## src/rtl/tug_field_pkg.sv

```systemverilog
// Shared constants, helpers and the move-decision encoding for the tug-of-war playfield.
package tug_pkg;

  localparam int N_DEFAULT               = 9;
  localparam int DEBOUNCE_CYCLES_DEFAULT = 16;

  typedef enum logic [1:0] {
    MV_HOLD   = 2'd0,
    MV_LEFT   = 2'd1,
    MV_RIGHT  = 2'd2,
    MV_CENTER = 2'd3
  } move_t;

  function automatic int center(input int n);
    return (n - 1) / 2;
  endfunction

  // Width of the position register for an n-LED row.
  function automatic int pos_width(input int n);
    return (n > 1) ? $clog2(n) : 1;
  endfunction

endpackage

```

## src/rtl/tug_field_key_conditioner.sv

```systemverilog
// Per-key synchronizer, optional debounce filter (TUG_FIELD_DEBOUNCE_EN) and rising-edge pulse.
module key_conditioner
  import tug_pkg::*;
#(
  parameter int DEBOUNCE_CYCLES = DEBOUNCE_CYCLES_DEFAULT
) (
  input  logic clock,
  input  logic reset,
  input  logic key,
  output logic pulse
);

  logic sync1_q, sync1_d;
  logic sync2_q, sync2_d;
  logic prev_q, prev_d;
  logic filt_s;

  if (DEBOUNCE_CYCLES < 1) begin : g_bad_debounce
    $error("key_conditioner: DEBOUNCE_CYCLES must be >= 1");
  end

  // Synchronizer and previous-level next state; pulse is the filtered rising edge.
  always_comb begin
    sync1_d = key;
    sync2_d = sync1_q;
    prev_d  = filt_s;
    pulse   = filt_s & ~prev_q;
  end

  // Synchronizer and edge-detect flops.
  always_ff @(posedge clock or negedge reset) begin
    if (!reset) begin
      sync1_q <= 1'b0;
      sync2_q <= 1'b0;
      prev_q  <= 1'b0;
    end else begin
      sync1_q <= sync1_d;
      sync2_q <= sync2_d;
      prev_q  <= prev_d;
    end
  end

`ifdef TUG_FIELD_DEBOUNCE_EN
  localparam int CW = $clog2(DEBOUNCE_CYCLES + 1);
  localparam logic [CW-1:0] CNT_LAST = CW'(DEBOUNCE_CYCLES - 1);

  logic          filt_q, filt_d;
  logic [CW-1:0] cnt_q, cnt_d;

  // Flip the filtered level on the Nth consecutive differing sample.
  always_comb begin
    filt_d = filt_q;
    cnt_d  = '0;
    if (sync2_q != filt_q) begin
      if (cnt_q == CNT_LAST) begin
        filt_d = sync2_q;
      end else begin
        cnt_d = cnt_q + CW'(1);
      end
    end else begin
      cnt_d = '0;
    end
    filt_s = filt_q;
  end

  // Debounce filter state.
  always_ff @(posedge clock or negedge reset) begin
    if (!reset) begin
      filt_q <= 1'b0;
      cnt_q  <= '0;
    end else begin
      filt_q <= filt_d;
      cnt_q  <= cnt_d;
    end
  end
`else
  // Without the filter the synchronized level is used directly.
  always_comb begin
    filt_s = sync2_q;
  end
`endif

endmodule

```

## src/rtl/tug_field.sv

```systemverilog
// Tug-of-war playfield: conditions both keys and walks a one-hot light across N LEDs.
// Optional key debounce is enabled by defining TUG_FIELD_DEBOUNCE_EN.
module tug_field
  import tug_pkg::*;
#(
  parameter int N               = N_DEFAULT,
  parameter int DEBOUNCE_CYCLES = DEBOUNCE_CYCLES_DEFAULT
) (
  input  logic         clock,
  input  logic         reset,
  input  logic         key_l,
  input  logic         key_r,
  input  logic         freset,
  output logic [N-1:0] leds,
  output logic         press_l,
  output logic         press_r,
  output logic         edge_l,
  output logic         edge_r
);

  localparam int PW = pos_width(N);
  localparam logic [PW-1:0] CENTER_POS = PW'(center(N));
  localparam logic [PW-1:0] MAX_POS    = PW'(N - 1);

  if ((N < 3) || ((N % 2) == 0)) begin : g_bad_n
    $error("tug_field: N must be odd and >= 3");
  end

  logic [PW-1:0] pos_q, pos_d;
  move_t         move_s;

  key_conditioner #(.DEBOUNCE_CYCLES(DEBOUNCE_CYCLES)) u_key_l (
    .clock (clock),
    .reset (reset),
    .key   (key_l),
    .pulse (press_l)
  );

  key_conditioner #(.DEBOUNCE_CYCLES(DEBOUNCE_CYCLES)) u_key_r (
    .clock (clock),
    .reset (reset),
    .key   (key_r),
    .pulse (press_r)
  );

  // Move arbitration: round reset wins, a tie cancels, edges saturate.
  always_comb begin
    move_s = MV_HOLD;
    if (freset) begin
      move_s = MV_CENTER;
    end else if (press_l && press_r) begin
      move_s = MV_HOLD;
    end else if (press_l && (pos_q < MAX_POS)) begin
      move_s = MV_LEFT;
    end else if (press_r && (pos_q > '0)) begin
      move_s = MV_RIGHT;
    end else begin
      move_s = MV_HOLD;
    end

    case (move_s)
      MV_CENTER: pos_d = CENTER_POS;
      MV_LEFT:   pos_d = pos_q + PW'(1);
      MV_RIGHT:  pos_d = pos_q - PW'(1);
      MV_HOLD:   pos_d = pos_q;
      default:   pos_d = CENTER_POS;
    endcase
  end

  // Light position register.
  always_ff @(posedge clock or negedge reset) begin
    if (!reset) begin
      pos_q <= CENTER_POS;
    end else begin
      pos_q <= pos_d;
    end
  end

  // One-hot decode of the position; edge flags feed the score counters.
  always_comb begin
    leds = '0;
    for (int i = 0; i < N; i++) begin
      leds[i] = (pos_q == PW'(i));
    end
    edge_l = leds[N-1];
    edge_r = leds[0];
  end

endmodule

```

## config.mk

```make
export PLATFORM = sky130hd
export DESIGN_NAME = tug_field
export DESIGN_NICKNAME = d
export VERILOG_FILES = /design/src/rtl/tug_field_pkg.sv /design/src/rtl/tug_field_key_conditioner.sv /design/src/rtl/tug_field.sv
export SDC_FILE = /design/constraint.sdc
export NUM_CORES = 1
export LEC_CHECK = 0
export ABC_AREA = 0
export CORE_MARGIN = 4
export CORE_UTILIZATION = 45
export CTS_BUF_LIST = sky130_fd_sc_hd__clkbuf_4 sky130_fd_sc_hd__clkbuf_8 sky130_fd_sc_hd__clkbuf_16
export CTS_CLUSTER_DIAMETER = 100
export CTS_CLUSTER_SIZE = 14
export DETAILED_ROUTE_END_ITERATION = 8
export PLACE_DENSITY_LB_ADDON = 0.08
export SETUP_SLACK_MARGIN = 0.05
export SLEW_MARGIN = 20
export SYNTH_ARGS = -nofsm -noshare
export SYNTH_HDL_FRONTEND = slang
export SYNTH_SLANG_ARGS = --single-unit
```

## constraint.sdc

```tcl
create_clock -name clock -period 2.5 [get_ports clock]
set_input_delay 0.625 -clock clock [delete_from_list [all_inputs] [get_ports clock]]
set_output_delay 0.625 -clock clock [all_outputs]
set_load 0.05 [all_outputs]
```

Yosys cells after proc, flatten, opt, wreduce, memory -nomap -nowiden
Cells that the tools add are included.
{ "op_classes": {"add_sub_neg": 2, "magnitude_cmp": 2, "n_eq_ne": 11, "n_mux": 5, "n_bitwise": 4, "n_reduce_logical": 5} }
{ "ops": {"columns": ["cell", "count"], "rows": [
  ["== test 4 x 3 -> 1 bit (second input constant)", 4],
  ["case mux 4 bit (3 select lines)", 1],
  ["== test 4 x 2 -> 1 bit (second input constant)", 2],
  ["2-to-1 mux 2 bit", 4],
  ["adder 4 x 1 -> 4 bit (second input constant)", 1],
  ["== test 2 bit (second input constant)", 2],
  ["== test 4 x 1 -> 1 bit (second input constant)", 1],
  ["== test 4 bit (second input constant)", 1],
  ["greater-than comparator 4 x 1 -> 1 bit (second input constant)", 1],
  ["zero test 4 bit", 1],
  ["< comparator 4 bit (second input constant)", 1],
  ["subtractor 4 x 1 -> 4 bit (second input constant)", 1],
  ["logical AND 1 bit", 3],
  ["AND 1 bit", 2],
  ["== test 2 x 1 -> 1 bit (second input constant)", 1],
  ["zero test 2 bit", 1],
  ["inverter 1 bit", 2]
]} }
{ "word_totals": {"register_bits": 10, "in_bits": 5, "output_inout_bits": 13, "wordCells": 36} }

Depth between registers and ports, before layout
{ "logic_depth": {"ltp_word": 9, "depth_mapped": 9} }

By module
A second synthesis with hierarchy kept.
{ "unflattened": {"cells_unflattened": 69, "hier_area_um2": 683.2} }
{ "modules_own_cells": {"columns": ["module", "n_inst", "cells_each", "area_each_um2", "seq_area_each_um2"], "rows": [
  ["tug_field", 1, 61, 505.5, 101.3],
  ["key_conditioner", 2, 4, 88.8, 75.1]
]} }

Worst setup path before layout
No wires, ideal clock.
{ "synth_path": {"path_kind": "reg2reg", "from": "register u_key_r.prev_q", "to": "register pos_q[3]", "arrival_ns": 2.334, "setup_slack_ns": 0.072, "stages_incl_launch_ff": 8, "period_less_slack_ns": 2.428, "cell_sequence": "dfrtp_1 nor2b_1 nor3_1 nor2_1 ha_1 clkbuf_1 mux2_2 a211oi_1"} }
{ "synth_via": {"elab_chain_cells": 9, "word_cells_on_any_way": 13, "classes_between": "3 x eq/ne; 5 x mux; 2 x bitwise; 3 x reduce/logical"} }
{ "synth_rtl": {"columns": ["element", "line_no", "source"], "rows": [
  ["start, declared", "tug_field_key_conditioner.sv:15", "logic prev_q, prev_d;"],
  ["start signal, assigned", "tug_field_key_conditioner.sv:39", "prev_q <= prev_d;"],
  ["inverter 1 bit (*)", "tug_field_key_conditioner.sv:27", "pulse = filt_s & ~prev_q;"],
  ["AND 1 bit (*)", "tug_field_key_conditioner.sv:27", null],
  ["via press_r", "tug_field.sv:16", "output logic press_r,"],
  ["logical AND 1 bit", "tug_field.sv:55", "end else if (press_r && (pos_q > '0)) begin"],
  ["2-to-1 mux 2 bit", "tug_field.sv:55", null],
  ["2-to-1 mux 2 bit", "tug_field.sv:53", "end else if (press_l && (pos_q < MAX_POS)) begin"],
  ["2-to-1 mux 2 bit (*)", "tug_field.sv:51", "end else if (press_l && press_r) begin"],
  ["2-to-1 mux 2 bit (*)", "tug_field.sv:49", "if (freset) begin"],
  ["== test 2 bit / == test 2 x 1 -> 1 bit (equally long branches)", "tug_field.sv:61", "case (move_s)"],
  ["case mux 4 bit (3 select lines)", "tug_field.sv:61", null],
  ["end signal, assigned", "tug_field.sv:75", "pos_q <= pos_d;"],
  ["end, declared", "tug_field.sv:29", "logic [PW-1:0] pos_q, pos_d;"]
]} }
Mark *: on every way through the listed nets, which the timed path passes. The rest lies on a longest branch.
A chain may end at the register's enable or synchronous reset.

Final worst setup path
{ "layout_path": {"from": "register u_key_r.prev_q", "to": "output press_r"} }
{ "layout_via": {"elab_chain_cells": 2} }
{ "layout_rtl": {"columns": ["element", "line_no"], "rows": [
  ["inverter 1 bit", "tug_field_key_conditioner.sv:27"],
  ["AND 1 bit", "tug_field_key_conditioner.sv:27"],
  ["end, declared", "tug_field.sv:16"]
]} }
Every way passes these cells.

==> flow_results.xml <==
<?xml version="1.0" encoding="UTF-8"?>
<metrics>
  <group name="outcome">
    <metric name="status" unit="">complete, no violations</metric>
  </group>
  <group name="grt">
    <metric name="first_global_vias" unit="">447</metric>
    <metric name="wire_length_of_the_first_global_routing_pass" unit="um">2010</metric>
    <metric name="globalRoute.totalOverflow" unit="">0</metric>
    <metric name="grt_antenna_before_repair" unit="">0</metric>
    <metric name="grt_max_degree" unit="">11</metric>
    <metric name="globalRouteTotalUtil" unit="%">14.0</metric>
  </group>
  <group name="floorplanning">
    <metric name="initial_utilization" unit="%">48.7</metric>
    <metric name="die_width" unit="um">45.8</metric>
    <metric name="die_h" unit="um">45.8</metric>
    <metric name="design.die.area" unit="sq mm">0.00209</metric>
    <metric name="core" unit="sq mm">0.00132</metric>
    <metric name="floorplan.io_pins" unit="">18</metric>
    <metric name="row_count" unit="">13</metric>
  </group>
  <group name="routing">
    <metric name="total_via_count_in_the_routed_design" unit="">541</metric>
    <metric name="first_pass_iters" unit="">4</metric>
    <metric name="drt-wirelength-per-cell" unit="um">13.0</metric>
    <metric name="drcViolationCount" unit="">0</metric>
    <metric name="drt-initial-drc-count" unit="">17</metric>
    <metric name="antenna_left" unit="">0</metric>
    <metric name="avgViaCountPerCell" unit="">5.52</metric>
    <metric name="total_length_of_routed_wires" unit="um">1280</metric>
  </group>
  <group name="timing">
    <metric name="final.min_clock_period" unit="ps">2320</metric>
    <metric name="maxSlewHeadroom" unit="%">67.3</metric>
    <metric name="timing.final.hold_violations" unit="">0</metric>
    <metric name="setup_viol_count_final" unit="">0</metric>
    <metric name="final_min_period_over_clock_period" unit="%">92.9</metric>
    <metric name="rsz0062_at_grt" unit="">false</metric>
    <metric name="final.setup_skew" unit="ps">6.29</metric>
    <metric name="peak_freq" unit="GHz">0.431</metric>
    <metric name="worst_pin_slew" unit="ps">489</metric>
    <metric name="drv_slew" unit="">0</metric>
    <metric name="finalSetupTns" unit="ps">0</metric>
  </group>
  <group name="yosys">
    <metric name="syn_area" unit="sq um">642</metric>
    <metric name="list_of_most_frequent_post_synthesis_cells" unit="">dfrtp_1, ha_1, inv_1</metric>
    <metric name="synthesis.area_per_instance" unit="sq um">9.87</metric>
    <metric name="synth.most_common_cell" unit="">dfrtp_1</metric>
    <metric name="ys_ff_latch" unit="">10</metric>
    <metric name="number_of_enable_type_register_cells_in_the_synthesized_netlist" unit="">0</metric>
    <metric name="synth-async-reset-ratio" unit="%">100</metric>
    <metric name="yosysUniqueCellTypes" unit="">31</metric>
    <metric name="netlist_instances" unit="">65</metric>
    <metric name="post-synth-top-area-cell" unit="">dfrtp_1</metric>
    <metric name="syn-num-nets" unit="">78</metric>
    <metric name="ys_seq_area_share" unit="%">39.2</metric>
    <metric name="share_of_the_synthesized_area_in_the_top_cell_type" unit="%">35.1</metric>
    <metric name="synth_warnings" unit="">0</metric>
    <metric name="synth_area_leaders" unit="">dfrtp_1, ha_1, dfstp_2</metric>
    <metric name="postSynth.topFlopCell" unit="">dfrtp_1</metric>
  </group>
  <group name="clock_network">
    <metric name="cts.reportedPaths.clkPinSlew" unit="ps">60</metric>
    <metric name="htreeDepth" unit="">1</metric>
    <metric name="post_cts.repair.setup_buffers" unit="">0</metric>
    <metric name="root_buffer" unit="">clkbuf_4</metric>
    <metric name="max-clock-path-buffers" unit="">2</metric>
    <metric name="cts_tree" unit="">yes</metric>
    <metric name="hold_buffers" unit="">0</metric>
    <metric name="ctsResizeCount" unit="">0</metric>
    <metric name="clock_insertion_delay_worst_skew" unit="ps">260</metric>
    <metric name="cts_made_buffers" unit="">3</metric>
    <metric name="clkSinkCount" unit="">10</metric>
  </group>
  <group name="worst_setup_path">
    <metric name="cpPeakStageDelay" unit="ps">850</metric>
    <metric name="end_kind" unit="">output pin</metric>
    <metric name="critical_path.startpoint_type" unit="">register</metric>
    <metric name="path_buf_inv" unit="">1</metric>
    <metric name="critPathTopFamily" unit="">buffers and inverters</metric>
    <metric name="critical_path_class" unit="">reg2out</metric>
    <metric name="cp_slowest_cell" unit="">clkdlybuf4s50_1</metric>
    <metric name="crit_start" unit="">u_key_r.prev_q</metric>
    <metric name="rrSetupSlack" unit="ps">370</metric>
    <metric name="timing.critical_path.arrival" unit="ps">1700</metric>
    <metric name="critical_path.max_fanout" unit="">4</metric>
    <metric name="critical_path.cell_chain" unit="">nor2b_1 -&gt; clkdlybuf4s50_1</metric>
    <metric name="worst-endpoint-required" unit="ps">1880</metric>
    <metric name="regToRegStartpoint" unit="">pos_q[0]</metric>
  </group>
  <group name="cells_and_area">
    <metric name="area_growth_syn_to_layout" unit="%">27.3</metric>
    <metric name="final_nets" unit="">97</metric>
    <metric name="drive_gt1_share" unit="%">24.1</metric>
    <metric name="num_antenna_cells" unit="">0</metric>
    <metric name="fillers" unit="">112</metric>
  </group>
  <group name="pwr">
    <metric name="powerDensity" unit="mW/mm^2">752</metric>
    <metric name="vdd_drop_max" unit="V">0.000369</metric>
    <metric name="total_power" unit="uW">614</metric>
    <metric name="power_leakage" unit="nW">0.398</metric>
  </group>
  <group name="placed_design">
    <metric name="place.port_buffers" unit="">17</metric>
    <metric name="gp_congestion" unit="">0.813</metric>
    <metric name="detailedPlacementHpwl" unit="um">1010</metric>
  </group>
  <group name="run">
    <metric name="max_cap_viol_count" unit="">0</metric>
  </group>
  <group name="hold_path">
    <metric name="holdCritStartpoint" unit="">u_key_l.sync1_q</metric>
    <metric name="hold_class" unit="">reg2reg</metric>
  </group>
</metrics>
cell type report:
cell class | count | area (sq um) | area share (%)
multi-input cells | 44 | 334 | 40.9
flip-flops and latches | 10 | 251 | 30.8
repair buffers | 18 | 150 | 18.4
clock buffers | 4 | 36.3 | 4.44
inverters | 7 | 26.3 | 3.22
well taps | 15 | 18.8 | 2.30
kinds of logic (layout without fill, tap and decap cells):
logic type | after synthesis | count (layout) | synth area share (%)
buffers and inverters | 11 | 29 | 8.77
muxes | 2 | 2 | 3.31
DFF | 10 | 10 | 39.2
and+or+nand+nor | 21 | 21 | 17.3
adders and majority gates | 8 | 8 | 15.6
AOI/OAI and AO/OA | 13 | 13 | 15.8
final timing paths:
| path | to | depth (start not counted) |
|---|---|---|
| worst max-delay path | press_r | 2 |
| min in group asynchronous | u_key_l.prev_q | 1 |
| worst max register to register | pos_q[3] | 8 |
| worst min register to register | u_key_l.filt_s | 0 |
| max in group asynchronous | pos_q[2] | 1 |
| worst min-delay path | u_key_l.filt_s | 0 |
routing by layer:
| layer | part of all wire (%) | GRT usage, % | up-vias |
|---|---|---|---|
| li1 | - | - | 264 |
| met1 | 44 | 18.5 | 253 |
| met2 | 46 | 20.1 | 20 |
| met3 | 8.3 | 4.74 | 4 |
| met4 | 1.8 | 7.39 | 0 |
| met5 | 0 | 0 | - |
flip-flops by register name, indices dropped and copies added (netlist names):
register and cells:
u_key_l.filt_s 1, u_key_l.prev_q 1, u_key_r.prev_q 1, u_key_r.sync1_q 1
pos_q 4, u_key_l.sync1_q 1, u_key_r.filt_s 1
through the flow:
stage / cells / cell area [sq um] / util (%) / setup slack [ps] / hold WS, ps
3_5_place_dp: 94 / 781 / 59.3 / 192 / 338
6_report: 98 / 817 / 62.0 / 178 / 347
4_1_cts: 98 / 817 / 62.0 / 158 / 348
5_1_grt: 98 / 817 / 62.0 / 105 / 348
3_3_place_gp: 94 / 781 / 59.3 / 247 / 333
2_1_floorplan: 65 / 642 / - / 72.3 / 329
cell usage in the layout, fill, tap and decap left out, types with 2 or more instances in the layout:
cell,count
ha_1,8
and2_1,2
clkbuf_4,3
and3_1,4
buf_4,12
o21ai_0,2
dfrtp_1,9
inv_1,7
nor2_1,3
nand2_1,3
nor2b_1,2
nor3_1,3
clkdlybuf4s50_1,6
power breakdown:
group	internal [mW]	switching, mW
Clock	0.0882	0.0500
Combinational	0.0904	0.179
Sequential	0.181	0.0256
No activity file was read; power rests on OpenSTA's default activity.
==> RTL change, RTL diff (same settings) <==
Change the package constant `N_DEFAULT` from 9 to 11.
--- a/src/rtl/tug_field_pkg.sv
+++ b/src/rtl/tug_field_pkg.sv
@@ -1,7 +1,7 @@
 // Shared constants, helpers and the move-decision encoding for the tug-of-war playfield.
 package tug_pkg;
 
-  localparam int N_DEFAULT               = 9;
+  localparam int N_DEFAULT               = 11;
   localparam int DEBOUNCE_CYCLES_DEFAULT = 16;
 
   typedef enum logic [1:0] {
Ports: changed (resized leds); port bits go from 18 to 20. No check against the original RTL was run, so the function may have changed too.
==> RTL change against the unedited design <==
Synthesized cell count is 6.2% higher. Count of clock-buffer cells in the layout stayed put. Sequential cell count stayed put. Critical path type unchanged. Design area is 5.7% higher. Die area is 4.2% higher. Total power is 26% higher. Clock skew hardly changed. Setup slack better by 0.029 ns. Largest cell class unchanged. Wire length is 2.3% higher. Area after synthesis is 5.1% higher.
==> RTL change: results (changes against the unedited design) <==
[worst_setup_path]
reg2reg_from = pos_q[0]$_DFFE_PN1P_  ; was pos_q[0]$_DFFE_PN0P_
startpoint = u_key_l.prev_q$_DFF_PN0_  ; was u_key_r.prev_q$_DFF_PN0_
r2r-end = pos_q[2]$_DFFE_PN1P_  ; was pos_q[3]$_DFFE_PN0P_
worstPathArrival_ns = 1.67  ; was 1.70 ns

[power_and_ir_drop]
peakVddDrop_uv = 592  ; was 369 uV
switching_share = 0.453  ; was 0.414
leakage_uw = 0.000429  ; was 0.000398 uW

[routing]
wl_per_cell_um = 12.5  ; was 13.0 um
vias = 553  ; was 541

[global_route]
grt_use_total = 0.150  ; was 0.140
grt_pass1_wl_mm = 2.28  ; was 2.01 mm

[placed_design]
gp_congestion = 0.794  ; was 0.813
port_buffers = 19  ; was 17
pre_cts_slack_ns = 0.0614  ; was 0.192 ns
dp_hpwl_mm = 1.05  ; was 1.01 mm

[sta]
slew_headroom = 0.670  ; was 0.673
hold_slack_ns = 0.344  ; was 0.347 ns
period_needed_ns = 2.29  ; was 2.32 ns
clock_skew_ns = 0.00668  ; was 0.00629 ns

[yosys]
syn_avg_cell_area_um2 = 9.77  ; was 9.87 um2
ys_top_cells_by_count = and2_1 (10), inv_1 (9), dfrtp_1 (8)  ; was dfrtp_1 (9), ha_1 (8), inv_1 (7)
synth_area_leaders = dfrtp_1 (30%), ha_1 (13%), and2_1 (9.3%)  ; was dfrtp_1 (35%), ha_1 (16%), dfstp_2 (4.1%)

[outcome]
status = finished clean  ; unchanged

[worst_hold_path]
hp-start = u_key_r.sync1_q$_DFF_PN0_  ; was u_key_l.sync1_q$_DFF_PN0_
min_to = u_key_r.filt_s$_DFF_PN0_  ; was u_key_l.filt_s$_DFF_PN0_

[cells_and_area]
fillers = 127  ; was 112
fin_util = 0.639  ; was 0.620
drive_gt1_frac = 0.258  ; was 0.241

-- RTL change: cell types whose count changed after synthesis, sizes merged, moves of 2 or more --
cell | before | now
and2 | 2 | 10
and3 | 4 | 0
inv | 7 | 9
nor3 | 3 | 1
-- RTL change: final cells by class --
cell class / instances / area, um2 / area share
multi-input cells: 46 / 357 / 0.413
flip-flops and latches: 10 / 253 / 0.293
repair buffers: 20 / 165 / 0.191
clock buffers: 4 / 36.3 / 0.0420
inverters: 9 / 33.8 / 0.0391
well taps: 15 / 18.8 / 0.0217
-- RTL change: kinds of logic after synthesis --
group,after synthesis,share of synthesized area
AND/OR/NAND/NOR,23,0.202
AO/OA/AOI/OAI,15,0.180
buffers and inverters,13,0.0965
flip-flops,10,0.375
adder cells (fa/ha/maj),7,0.130
multiplexers,1,0.0167
-- RTL change: routing by layer --
metal	part of all wire	wire length, um	track usage
met1	0.43	559	0.172
met4	0.016	21	0.0773
met5	0	0	0
met3	0.080	104	0.0469
met2	0.47	619	0.250
